<file path="src/rtl/mcu_cycle_timer.sv">
// Machine-cycle timing controller: sequences S1P1..S6P2 from a prescaled clock,
// with wait-state stretching, idle entry/exit and deferred prescale reloads.
module mcu_cycle_timer #(
    parameter int unsigned RESET_DIV = 0,
    parameter int unsigned DIV_W     = 4
) (
    input  logic             clk_in,
    input  logic             rst,
    input  logic [DIV_W-1:0] div_cfg,
    input  logic             div_load,
    output logic             div_ack,
    input  logic             idle_req,
    input  logic             wake,
    input  logic             wait_req,
    output logic             phase_tick,
    output logic             mc_start,
    output logic [2:0]       state,
    output logic             phase,
    output logic             idle
);

    localparam logic       FSM_RUN    = 1'b0;
    localparam logic       FSM_IDLE   = 1'b1;
    localparam logic [2:0] LAST_STATE = 3'd5;

    logic             fsm;
    logic [DIV_W-1:0] pre_cnt;
    logic [DIV_W-1:0] div_q;
    logic [DIV_W-1:0] div_pend;
    logic             pend_flag;
    logic             tick;
    logic             boundary;

    always_comb begin
        tick     = (fsm == FSM_RUN) && (pre_cnt == div_q);
        boundary = tick && (state == LAST_STATE) && phase;
    end

    always_ff @(posedge clk_in) begin
        if (rst) begin
            fsm        <= FSM_RUN;
            pre_cnt    <= '0;
            div_q      <= DIV_W'(RESET_DIV);
            div_pend   <= '0;
            pend_flag  <= 1'b0;
            state      <= LAST_STATE;
            phase      <= 1'b1;
            phase_tick <= 1'b0;
            mc_start   <= 1'b0;
            div_ack    <= 1'b0;
            idle       <= 1'b0;
        end else begin
            phase_tick <= 1'b0;
            mc_start   <= 1'b0;
            div_ack    <= 1'b0;
            if (fsm == FSM_IDLE) begin
                pre_cnt <= '0;
                if (div_load) begin
                    div_q   <= div_cfg;
                    div_ack <= 1'b1;
                end
                if (wake) begin
                    fsm  <= FSM_RUN;
                    idle <= 1'b0;
                end
            end else begin
                pre_cnt <= tick ? '0 : pre_cnt + 1'b1;
                if (boundary) begin
                    // A load arriving on the boundary itself beats an older pending value.
                    if (div_load)
                        div_q <= div_cfg;
                    else if (pend_flag)
                        div_q <= div_pend;
                    pend_flag <= 1'b0;
                    div_ack   <= div_load | pend_flag;
                    if (idle_req) begin
                        fsm  <= FSM_IDLE;
                        idle <= 1'b1;
                    end else if (!wait_req) begin
                        state      <= '0;
                        phase      <= 1'b0;
                        phase_tick <= 1'b1;
                        mc_start   <= 1'b1;
                    end
                end else begin
                    if (div_load) begin
                        div_pend  <= div_cfg;
                        pend_flag <= 1'b1;
                    end
                    if (tick) begin
                        phase_tick <= 1'b1;
                        if (phase) begin
                            state <= state + 3'd1;
                            phase <= 1'b0;
                        end else begin
                            phase <= 1'b1;
                        end
                    end
                end
            end
        end
    end

endmodule

</file>
<file path="config.mk">
export PLATFORM = sky130hd
export DESIGN_NAME = mcu_cycle_timer
export DESIGN_NICKNAME = d
export VERILOG_FILES = /design/src/rtl/mcu_cycle_timer.sv
export SDC_FILE = /design/constraint.sdc
export NUM_CORES = 1
export LEC_CHECK = 0
export ABC_AREA = 1
export ABC_CLOCK_PERIOD_IN_PS = 1600
export BUFFER_PORTS_ARGS = -buffer_cell sky130_fd_sc_hd__buf_4
export CAP_MARGIN = 0
export CORE_AREA = 2 2 41 62
export DETAILED_ROUTE_END_ITERATION = 7
export DIE_AREA = 0 0 43 64
export GPL_ROUTABILITY_DRIVEN = 0
export PLACE_DENSITY = 0.75
export SETUP_SLACK_MARGIN = 0.05
export SYNTH_ARGS = -nofsm -noshare
export SYNTH_HDL_FRONTEND = slang
export SYNTH_SLANG_ARGS = --single-unit
</file>
<file path="constraint.sdc">
create_clock -name clk_in -period 1.6 [get_ports clk_in]
set_input_delay 0.32 -clock clk_in [delete_from_list [all_inputs] [get_ports clk_in]]
set_output_delay 0.32 -clock clk_in [all_outputs]
set_load 0.02 [all_outputs]
</file>
==> metrics.txt <==
CP Launch Type flip-flop; Die Width 43 um; unrepaired setup endpoints after global routing no; total area of sequential cells 450.4 um2; vias in the first global route 1001; Area Growth Syn to Fin 18.35%; Comb power frac 60.6%; Worst Skew 0.01048 ns; setup TNS 0 ns; Synthesis Warnings 0; top cell type's share of synthesized area 37.77%; Routed Wire Length roughly 2300 um; Max IR drop VDD 1.026 mV; Sequential Power Share 29.7%; GRT overflow 0; count leader, synth nand2_1; Worst-path clk slew 0.12 ns; row count 21; layout cell share with drive strength beyond 1 25.67%; Max Root-Sink Buffers 2; fin crit share 92.82%; CTS HTree Levels 1; register area share after synthesis 37.77%; Synth Register Bits 22; status complete, no violations; synth unique cells 27; clock power share under 10%; Root Buffer clkbuf_4; synthesized instance count roughly 170; reg2reg setup slack 0.11 ns; Syn Area/Cell about 7.0 um2; DR DRC count 0; leakage 0.6968 nW; # setup viols final 0; CP max FO 8; Syn Nets 179; largest net degree at the start of global routing 13; crit path DAT between 1.5 and 2 ns; ANT cells 0; multi-input logic area 594.3 um2; die area 0.002752 mm2; pwr dens 2333 mW/mm2; Main synth FF type dfxtp_1; DRT Pass-1 Iters 4; TritonCTS Buffers 3; hold crit path type input pin to flip-flop; WL/cell 10.91 um; DR vias ~1000; total power 3.219 mW; final hold vios 0; Synth area leader dfxtp_1; Pint approximately 1.7 mW; First DRT Iteration DRCs 26; All-Layer GR Usage a little under a fifth; Starting Density between 50% and 60%; min Tclk post-route roughly 1.5 ns; hpwl dp around 1800 um; fmax 0.6734 GHz; Synth Cell Area 0.001166 mm2; switching fraction of total power roughly half; worst-margin pin slew 0.4042 ns; Clock Sink Count 22; IO Count 18; worst path required time 1.82 ns; Layout Nets around 200; worst rel slew slack 72.96%; I/O Buffers 17; Synth async-reset ratio 0%; vias per inst 4.976; TritonCTS clock tree built; # fillers 212; switching power 1.550 mW; Clock Latency Late Sink ~0.32 ns; maxcap violations 0; Die Y-Extent 64 um; post-route ant nets 0; top cells by count, synth 35 x nand2_1, 29 x inv_1, 22 x dfxtp_1, 22 x nor2_1, 10 x nand3_1; Post-synth EDFFs 0; Core Region 0.002207 mm2; first-pass GRT wire length just under 4000 um; largest cells by area after synthesis dfxtp_1 38%, nand2_1 11%, inv_1 9.3%, nor2_1 7.1%, nand3_1 4.3%; Slew Limit Fails 0; initial antenna violation count 0; Crit Path Category flip-flop to flip-flop; Worst setup EP type flip-flop
-- worst max-delay path, stage by stage, from the launching register on --
cell and delay (ns):
dfxtp_1 0.40, a21oi_2 0.17, nand2_2 0.09, nor2_4 0.17, nand4_4 0.18, nand2_2 0.11
nand2_2 0.09, nor2_1 0.11, nor2_1 0.06
-- repair_timing --
action                                  4_1_cts  5_1_grt
hold buffers                                  0        0
resized for setup                             0       10
buffers inserted                              0        2
endpoints found under the setup margin        0       13
-- logic make-up (layout without fill, tap and decap cells) --
logic type,Yosys count,after routing,share of synthesized area (%)
flip-flops,22,22,37.77
adder cells (fa/ha/maj),3,3,3.219
AND/OR/NAND/NOR,86,86,36.91
buffers and inverters,35,56,11.69
AO/OA/AOI/OAI,17,17,8.154
XOR/XNOR,3,3,2.254
-- per-layer routing --
metal	track usage, %	share of wire (%)	up-vias
met5	0	0	-
met4	11.36	4.3	0
met3	1.977	3.6	9
met2	34.09	51	20
met1	18.97	41	455
li1	-	-	561
-- layout by cell type, fill, tap and decap left out, types with 2 or more instances in the layout --
master and count:
nor2_1 21, nand2_1 34, ha_1 3, a21oi_2 2
nand3_1 10, nand3_2 2, a21oi_1 5, o21ai_0 7
buf_4 20, nand2_2 5, dfxtp_1 16, inv_1 28
clkbuf_4 3, nand4_1 6, xor2_1 2, inv_2 4
dfxtp_2 5, o21ai_1 2
-- state kept, by name, summed over array words and instances (netlist names) --
signal / count
state: 3
mc_start: 1
fsm: 1
div_pend: 4
phase_tick: 1
div_ack: 1
pre_cnt: 4
phase: 1
idle: 1
div_q: 4
pend_flag: 1
-- metrics by stage --
step / hold slack (ns) / setup WS [ns] / cell area, um2 / std cells / util [%]
floorplan: 0.3891 / 0.1035 / 1166 / 166 / -
global placement: 0.4401 / 0.1962 / 1314 / 204 / 59.52
detailed placement: 0.4441 / 0.1139 / 1314 / 204 / 59.52
CTS: 0.1601 / 0.06994 / 1350 / 208 / 61.17
global route: 0.1769 / 0.06374 / 1380 / 210 / 62.53
finish: 0.1641 / 0.1149 / 1380 / 210 / 62.53
-- final cells by class --
class	count	area share (%)
sequential	22	32.64
multi-input combinational	109	43.06
clock buffer	4	2.629
inverter	32	8.704
tap	23	2.085
timing repair buffer	20	10.88
-- power by group through the flow --
stage	clock, mW	sequential [mW]	combinational (mW)
finish	0.311	0.957	1.95
global route	0.335	0.988	2.19
CTS	0.318	0.945	1.90
detailed placement	0	0.959	1.88
global placement	0	0.944	1.82
floorplan	0	1.00	1.41
-- path summary, 6_finish.rpt --
path              startpoint        to  cells after the start
hold reg to reg         idle      idle                      2
setup / recovery         fsm  div_q[1]                      8
hold / removal      wait_req  mc_start                      2
setup reg to reg         fsm  div_q[1]                      8
No activity file was read; power rests on OpenSTA's default activity.
